**src/rtl/branch_predictor_btb_if.sv**
```systemverilog
// Lookup, update and statistics signals of the branch target buffer.
// master = pipeline side (drives lookups and resolved outcomes),
// slave  = predictor side.
interface branch_predictor_btb_if #(
    parameter int ADDR_W = 32,
    parameter int STAT_W = 16
);
    logic              lookup_en;
    logic [ADDR_W-1:0] lookup_pc;
    logic              pred_taken;
    logic [ADDR_W-1:0] pred_next_pc;
    logic              upd_valid;
    logic [ADDR_W-1:0] upd_pc;
    logic              upd_is_jump;
    logic              upd_taken;
    logic [ADDR_W-1:0] upd_target;
    logic              upd_pred_taken;
    logic [ADDR_W-1:0] upd_pred_target;
    logic              redirect;
    logic [ADDR_W-1:0] redirect_pc;
    logic              stat_clr;
    logic [STAT_W-1:0] stat_lookups;
    logic [STAT_W-1:0] stat_updates;
    logic [STAT_W-1:0] stat_mispredicts;

    modport master (
        output lookup_en, lookup_pc, upd_valid, upd_pc, upd_is_jump, upd_taken,
               upd_target, upd_pred_taken, upd_pred_target, stat_clr,
        input  pred_taken, pred_next_pc, redirect, redirect_pc,
               stat_lookups, stat_updates, stat_mispredicts
    );

    modport slave (
        input  lookup_en, lookup_pc, upd_valid, upd_pc, upd_is_jump, upd_taken,
               upd_target, upd_pred_taken, upd_pred_target, stat_clr,
        output pred_taken, pred_next_pc, redirect, redirect_pc,
               stat_lookups, stat_updates, stat_mispredicts
    );
endinterface

```
**src/rtl/branch_predictor_btb.sv**
```systemverilog
// Direct-mapped branch target buffer with saturating direction counters.
// Lookup is combinational (same-cycle prediction for the IF stage); the
// resolve stage writes outcomes back and gets an immediate redirect on a
// mispredict. Lookups see pre-update table contents (no write bypass).
module branch_predictor_btb #(
    parameter int ADDR_W  = 32,
    parameter int INDEX_W = 4,
    parameter int CNT_W   = 2,
    parameter int STAT_W  = 16
) (
    input  logic                 clk,
    input  logic                 rst,
    branch_predictor_btb_if.slave bus
);
    localparam int ENTRIES = 1 << INDEX_W;
    localparam int TAG_W   = ADDR_W - INDEX_W - 2;

    localparam logic [CNT_W-1:0]  CNT_ZERO  = {CNT_W{1'b0}};
    localparam logic [CNT_W-1:0]  CNT_ONE   = {{(CNT_W-1){1'b0}}, 1'b1};
    localparam logic [CNT_W-1:0]  CNT_MAX   = {CNT_W{1'b1}};
    localparam logic [CNT_W-1:0]  CNT_WNT   = {1'b0, {(CNT_W-1){1'b1}}};
    localparam logic [CNT_W-1:0]  CNT_WT    = {1'b1, {(CNT_W-1){1'b0}}};
    localparam logic [ADDR_W-1:0] PC_STEP   = {{(ADDR_W-3){1'b0}}, 3'b100};
    localparam logic [STAT_W-1:0] STAT_ZERO = {STAT_W{1'b0}};
    localparam logic [STAT_W-1:0] STAT_ONE  = {{(STAT_W-1){1'b0}}, 1'b1};
    localparam logic [STAT_W-1:0] STAT_MAX  = {STAT_W{1'b1}};

    // Saturating +1 used by every statistics counter.
    function automatic logic [STAT_W-1:0] sat_inc(input logic [STAT_W-1:0] v);
        return (v == STAT_MAX) ? STAT_MAX : (v + STAT_ONE);
    endfunction

    // Table storage
    logic [ENTRIES-1:0] valid_q;
    logic [TAG_W-1:0]   tag_q    [ENTRIES];
    logic [ADDR_W-1:0]  target_q [ENTRIES];
    logic [CNT_W-1:0]   cnt_q    [ENTRIES];

    logic [STAT_W-1:0]  lookups_q, updates_q, mispredicts_q;

    // Lookup path
    logic [INDEX_W-1:0] lk_idx;
    logic [TAG_W-1:0]   lk_tag;
    logic               lk_hit;
    logic               lk_taken;
    logic [ADDR_W-1:0]  lk_seq_pc;

    assign lk_idx    = bus.lookup_pc[INDEX_W+1:2];
    assign lk_tag    = bus.lookup_pc[ADDR_W-1:INDEX_W+2];
    assign lk_seq_pc = bus.lookup_pc + PC_STEP;
    assign lk_hit    = valid_q[lk_idx] && (tag_q[lk_idx] == lk_tag);
    assign lk_taken  = lk_hit && cnt_q[lk_idx][CNT_W-1] && !rst;

    assign bus.pred_taken   = lk_taken;
    assign bus.pred_next_pc = lk_taken ? target_q[lk_idx] : lk_seq_pc;

    // Resolve path
    logic [INDEX_W-1:0] upd_idx;
    logic [TAG_W-1:0]   upd_tag;
    logic               upd_hit;
    logic               upd_mis;
    logic               redirect_s;

    assign upd_idx    = bus.upd_pc[INDEX_W+1:2];
    assign upd_tag    = bus.upd_pc[ADDR_W-1:INDEX_W+2];
    assign upd_hit    = valid_q[upd_idx] && (tag_q[upd_idx] == upd_tag);
    assign upd_mis    = (bus.upd_taken != bus.upd_pred_taken) ||
                        (bus.upd_taken && (bus.upd_target != bus.upd_pred_target));
    assign redirect_s = bus.upd_valid && upd_mis && !rst;

    assign bus.redirect    = redirect_s;
    assign bus.redirect_pc = bus.upd_taken ? bus.upd_target : (bus.upd_pc + PC_STEP);

    // Next contents of the entry addressed by the resolved instruction
    logic              upd_we;
    logic [ADDR_W-1:0] target_d;
    logic [CNT_W-1:0]  cnt_d;

    // Decide whether and how the resolved branch trains/allocates its entry.
    always_comb begin
        upd_we   = 1'b0;
        target_d = target_q[upd_idx];
        cnt_d    = cnt_q[upd_idx];
        if (bus.upd_valid) begin
            if (upd_hit) begin
                upd_we = 1'b1;
                if (bus.upd_is_jump) begin
                    cnt_d = CNT_MAX;
                end else if (bus.upd_taken) begin
                    cnt_d = (cnt_q[upd_idx] == CNT_MAX) ? CNT_MAX : (cnt_q[upd_idx] + CNT_ONE);
                end else begin
                    cnt_d = (cnt_q[upd_idx] == CNT_ZERO) ? CNT_ZERO : (cnt_q[upd_idx] - CNT_ONE);
                end
                if (bus.upd_taken) begin
                    target_d = bus.upd_target;
                end else begin
                    target_d = target_q[upd_idx];
                end
            end else if (bus.upd_taken) begin
                upd_we   = 1'b1;
                target_d = bus.upd_target;
                cnt_d    = bus.upd_is_jump ? CNT_MAX : CNT_WT;
            end else begin
                upd_we = 1'b0;
            end
        end else begin
            upd_we = 1'b0;
        end
    end

    // Table write; reset wipes every entry so no partial write survives.
    always_ff @(posedge clk or posedge rst) begin
        if (rst) begin
            valid_q <= {ENTRIES{1'b0}};
            for (int i = 0; i < ENTRIES; i++) begin
                tag_q[i]    <= {TAG_W{1'b0}};
                target_q[i] <= {ADDR_W{1'b0}};
                cnt_q[i]    <= CNT_WNT;
            end
        end else if (upd_we) begin
            valid_q[upd_idx]  <= 1'b1;
            tag_q[upd_idx]    <= upd_tag;
            target_q[upd_idx] <= target_d;
            cnt_q[upd_idx]    <= cnt_d;
        end
    end

    // Saturating performance counters; clear wins over increment.
    always_ff @(posedge clk or posedge rst) begin
        if (rst) begin
            lookups_q     <= STAT_ZERO;
            updates_q     <= STAT_ZERO;
            mispredicts_q <= STAT_ZERO;
        end else if (bus.stat_clr) begin
            lookups_q     <= STAT_ZERO;
            updates_q     <= STAT_ZERO;
            mispredicts_q <= STAT_ZERO;
        end else begin
            lookups_q     <= bus.lookup_en ? sat_inc(lookups_q)     : lookups_q;
            updates_q     <= bus.upd_valid ? sat_inc(updates_q)     : updates_q;
            mispredicts_q <= redirect_s    ? sat_inc(mispredicts_q) : mispredicts_q;
        end
    end

    assign bus.stat_lookups     = lookups_q;
    assign bus.stat_updates     = updates_q;
    assign bus.stat_mispredicts = mispredicts_q;
endmodule

```
**src/flat_wrapper.sv**
```systemverilog
// flat-port wrapper written by rule: the top's interface ports become plain ports
module branch_predictor_btb_flat 
#(
    parameter int ADDR_W  = 32,
    parameter int INDEX_W = 4,
    parameter int CNT_W   = 2,
    parameter int STAT_W  = 16
)
  (clk, rst, bus_lookup_en, bus_lookup_pc, bus_upd_valid, bus_upd_pc, bus_upd_is_jump, bus_upd_taken, bus_upd_target, bus_upd_pred_taken, bus_upd_pred_target, bus_stat_clr, bus_pred_taken, bus_pred_next_pc, bus_redirect, bus_redirect_pc, bus_stat_lookups, bus_stat_updates, bus_stat_mispredicts);
  branch_predictor_btb_if #(.ADDR_W(ADDR_W), .STAT_W(STAT_W)) bus_i ();
  input  logic clk;
  input  logic rst;
  input wire logic [$bits(bus_i.lookup_en)-1:0] bus_lookup_en;
  input wire logic [$bits(bus_i.lookup_pc)-1:0] bus_lookup_pc;
  input wire logic [$bits(bus_i.upd_valid)-1:0] bus_upd_valid;
  input wire logic [$bits(bus_i.upd_pc)-1:0] bus_upd_pc;
  input wire logic [$bits(bus_i.upd_is_jump)-1:0] bus_upd_is_jump;
  input wire logic [$bits(bus_i.upd_taken)-1:0] bus_upd_taken;
  input wire logic [$bits(bus_i.upd_target)-1:0] bus_upd_target;
  input wire logic [$bits(bus_i.upd_pred_taken)-1:0] bus_upd_pred_taken;
  input wire logic [$bits(bus_i.upd_pred_target)-1:0] bus_upd_pred_target;
  input wire logic [$bits(bus_i.stat_clr)-1:0] bus_stat_clr;
  output wire logic [$bits(bus_i.pred_taken)-1:0] bus_pred_taken;
  output wire logic [$bits(bus_i.pred_next_pc)-1:0] bus_pred_next_pc;
  output wire logic [$bits(bus_i.redirect)-1:0] bus_redirect;
  output wire logic [$bits(bus_i.redirect_pc)-1:0] bus_redirect_pc;
  output wire logic [$bits(bus_i.stat_lookups)-1:0] bus_stat_lookups;
  output wire logic [$bits(bus_i.stat_updates)-1:0] bus_stat_updates;
  output wire logic [$bits(bus_i.stat_mispredicts)-1:0] bus_stat_mispredicts;
  assign bus_i.lookup_en = bus_lookup_en;
  assign bus_i.lookup_pc = bus_lookup_pc;
  assign bus_i.upd_valid = bus_upd_valid;
  assign bus_i.upd_pc = bus_upd_pc;
  assign bus_i.upd_is_jump = bus_upd_is_jump;
  assign bus_i.upd_taken = bus_upd_taken;
  assign bus_i.upd_target = bus_upd_target;
  assign bus_i.upd_pred_taken = bus_upd_pred_taken;
  assign bus_i.upd_pred_target = bus_upd_pred_target;
  assign bus_i.stat_clr = bus_stat_clr;
  assign bus_pred_taken = bus_i.pred_taken;
  assign bus_pred_next_pc = bus_i.pred_next_pc;
  assign bus_redirect = bus_i.redirect;
  assign bus_redirect_pc = bus_i.redirect_pc;
  assign bus_stat_lookups = bus_i.stat_lookups;
  assign bus_stat_updates = bus_i.stat_updates;
  assign bus_stat_mispredicts = bus_i.stat_mispredicts;
  branch_predictor_btb #(.ADDR_W(ADDR_W), .INDEX_W(INDEX_W), .CNT_W(CNT_W), .STAT_W(STAT_W)) u_core (.clk(clk), .rst(rst), .bus(bus_i));
endmodule
```
**config.mk**
```make
export PLATFORM = sky130hd
export DESIGN_NAME = branch_predictor_btb_flat
export DESIGN_NICKNAME = d
export VERILOG_FILES = /design/src/rtl/branch_predictor_btb_if.sv /design/src/rtl/branch_predictor_btb.sv /design/src/flat_wrapper.sv
export SDC_FILE = /design/constraint.sdc
export NUM_CORES = 2
export LEC_CHECK = 0
export BUFFER_PORTS_ARGS = -buffer_cell sky130_fd_sc_hd__buf_2
export CORE_MARGIN = 1.5
export CORE_UTILIZATION = 35
export CTS_BUF_LIST = sky130_fd_sc_hd__clkbuf_8
export DETAILED_ROUTE_END_ITERATION = 8
export PLACE_DENSITY = 0.56
export SETUP_SLACK_MARGIN = 0.5
export SKIP_LAST_GASP = 1
export SLEW_MARGIN = 10
export SYNTH_ARGS = -nofsm -noshare
export SYNTH_HDL_FRONTEND = slang
export SYNTH_SLANG_ARGS = --single-unit
```
**constraint.sdc**
```tcl
create_clock -name clk -period 58.3 [get_ports clk]
set_clock_uncertainty 0.1 [all_clocks]
set_input_delay 11.66 -clock clk [delete_from_list [all_inputs] [get_ports clk]]
set_output_delay 11.66 -clock clk [all_outputs]
set_load 0.05 [all_outputs]
```
==> results_dict.tcl <==
set metrics [dict create \
    worst_path_dominant_cell_family "buffers and inverters" \
    slew_headroom_pct 18.8 \
    dp_slack_ns 29.42 \
    crit_path_start_kind "input pin" \
    synth.avg_cell_area_sq_um 14.6 \
    crit_start "bus_lookup_pc[2]" \
    dieWidth_um 410 \
    final_util_pct 39.1 \
    final_common_cell "dfrtp_1" \
    drt-total-wl_mm 198 \
    cp_cell_sequence "buf_8 > buf_4 > buf_4 > mux4_2 > mux2i_1 > xnor2_1 > or3_1 > a2111oi_0 > nand4_1 > buf_4 > or3b_2 > o211ai_1 > mux2_2 > buf_2" \
    pin_count 250 \
    synth_mux_area_share_pct 41.9 \
    post_cts_buffers 0 \
    cts_tree "done" \
    ys.warnings.count 0 \
    grt-ovfl-total 0 \
    synthAdderAreaFrac_pct 0.173 \
    root_buffer "clkbuf_8" \
    tightest_slew_ns 1.22 \
    cts_buffer_depth 3 \
    num-nets-final 4229 \
    status "finished, final reports clean" \
    cp_num_buf_inv 5 \
    hold_viol 0 \
    synth-simple-area-share_pct 4.34 \
    cpMostUsedCell "buf_4" \
    dr.pass1.iters 5 \
    clock_latency_ns 0.95 \
    netlist_area_sq_um 58000 \
    hold_class "reg2reg" \
    fin_crit_sh_pct 49.5 \
    synthXorXnorAreaFrac_pct 2.04 \
    crit_slowest_cell "buf_4" \
    synth_ff_type "dfrtp_1" \
    die_area_sq_um 168000 \
    critical_path.max_stage_delay_ns 0.67 \
    grt.total_usage_pct 23.5 \
    rsz0062_at_grt "false" \
    crit_fanout 62 \
    cts.sinks 1024 \
    core_area_sq_um 165000 \
    arrival_ns 17.11 \
    die_h_um 410 \
    wire_per_inst_um 30.8 \
    worstPathRequired_ns 46.54 \
    drtIter0Drc 3710 \
    synth_cells 3975 \
    drcViolationCount 0 \
    leakage_nw 28.5 \
    syn2layout_area_growth_pct 11.1 \
    ctsHoldBuffers 0 \
    rows 149 \
    grt_pass1_wl_mm 287 \
    layout_common_cells "dfrtp_1, mux2_2, mux4_2" \
    setup_viol 0 \
    hpwl_mm 121 \
    stdcell_area_sq_um 64400 \
    synth_cell_type_count 77 \
    layout-drive-gt1-share_pct 45.1 \
    cts_resized 0 \
    first_global_vias 38480 \
    vias_per_cell 5.91 \
    start_util_pct 35.2 \
    regToRegSetupSlack_ns 52.81 \
    hold_path_startpoint "u_core.valid_q[6]$_DFFE_PP0P_" \
    grt_start_max_net_pins 173 \
    portBuffers 249 \
    synth_top_family_by_area "multiplexers" \
    yosysSeqAreaShare_pct 44.2 \
    fmax_ghz 0.0346 \
    synthesis.nets 4119 \
    synth_edf_count 0 \
    place_area_sq_um 60600 \
    synth_compound_area_share_pct 3.52 \
    maxCapViolCount 0 \
    vias 37937 \
    async_flop_share_pct 100 \
    fin_crit_ns 28.87 \
    synth_seq_cells 1024 \
    antenna_found_initial 35 \
    ant_nets 0 \
    ir_worst_vdd_mv 0.0225 \
    cts_buffers 183 \
    end_kind "primary output" \
    clk_pin_slew_ns 0.06 \
    r2r-start "u_core.tag_q[392]$_DFFE_PP0P_" \
    worstSetupPathType "in2out" \
    cts-htree-levels 4 \
    fin_ws_ns 29.43 \
    globalplace.congestion 0.863 \
    finalSetupTns_ns 0 \
    final_max_slew_viol_count 0 \
    power_density_nw_per_um2 31.5 \
]
[worst paths after layout]
path | endpoint | cells past startpoint
setup / recovery | bus_pred_next_pc[5] | 14
hold / removal | u_core.valid_q[6]$_DFFE_PP0P_ | 1
setup reg to reg | u_core.target_q[36]$_DFFE_PP0P_ | 11
hold reg to reg | u_core.valid_q[6]$_DFFE_PP0P_ | 1
max in group asynchronous | u_core.bus.stat_lookups[5]$_DFFE_PP0P_ | 5
min in group asynchronous | u_core.target_q[500]$_DFFE_PP0P_ | 2
[metrics by stage]
stage	hold WS (ns)	cells	power (mW)
global route	0.399	6417	2.12
detailed placement	0.376	6089	1.33
finish	0.389	6421	2.03
global placement	0.379	6089	1.32
CTS	0.390	6414	2.04
floorplan	0.351	3975	1.21
[routing by layer]
layer / wire length [um] / share of wire [%] / vias up / GRT usage (%)
met5: 130 / 0.066 / - / 0
met4: 5720 / 2.9 / 20 / 7.56
met3: 17600 / 8.9 / 317 / 6.94
met2: 88700 / 45 / 1513 / 35.1
met1: 85500 / 43 / 20556 / 32.8
li1: - / - / 15531 / -
[power breakdown]
group | switching, mW | internal (mW) | leakage, nW
combinational | 0.193 | 0.223 | 12.8
clock | 0.329 | 0.382 | 2.20
sequential | 0.0822 | 0.821 | 13.5
total | 0.604 | 1.43 | 28.5
[cells by family after synthesis]
logic type | count (synthesis)
compound gates | 305
xor+xnor | 135
fa+ha+maj | 8
buf+inv | 417
flops | 1024
mux | 1598
simple gates | 488
[state kept, by name (all words and copies together), names as in the netlist]
| register | count |
|---|---|
| u_core.bus.stat_mispredicts | 16 |
| u_core.bus.stat_updates | 16 |
| u_core.valid_q | 16 |
| u_core.target_q | 512 |
| u_core.cnt_q | 32 |
| u_core.bus.stat_lookups | 16 |
| u_core.tag_q | 416 |
[cells in the mapped netlist (54+ instances only)]
cell | instances | area, sq um
clkbuf_1 | 147 | 552
a21oi_1 | 54 | 270
xor2_1 | 56 | 490
buf_1 | 84 | 315
nor2_1 | 110 | 413
xnor2_1 | 79 | 692
dfrtp_1 | 1008 | 25200
buf_4 | 59 | 443
mux2_2 | 616 | 6940
mux4_2 | 531 | 12000
mux2_1 | 243 | 2740
mux2i_1 | 89 | 891
o21ai_0 | 72 | 360
nand2_1 | 107 | 402
nand3_1 | 69 | 345
mux2_4 | 119 | 1790
[layout make-up]
cell class / count / area, sq um
Fill cell: 15620 / 100000
Clock inverter: 97 / 687
Sequential cell: 1024 / 25600
Inverter: 30 / 120
Tap cell: 2189 / 2740
Timing Repair Buffer: 312 / 1840
Antenna cell: 7 / 17.5
Multi-Input combinational cell: 2534 / 30200
Clock buffer: 228 / 3140
Note: power is estimated with default switching activity, not from simulation.
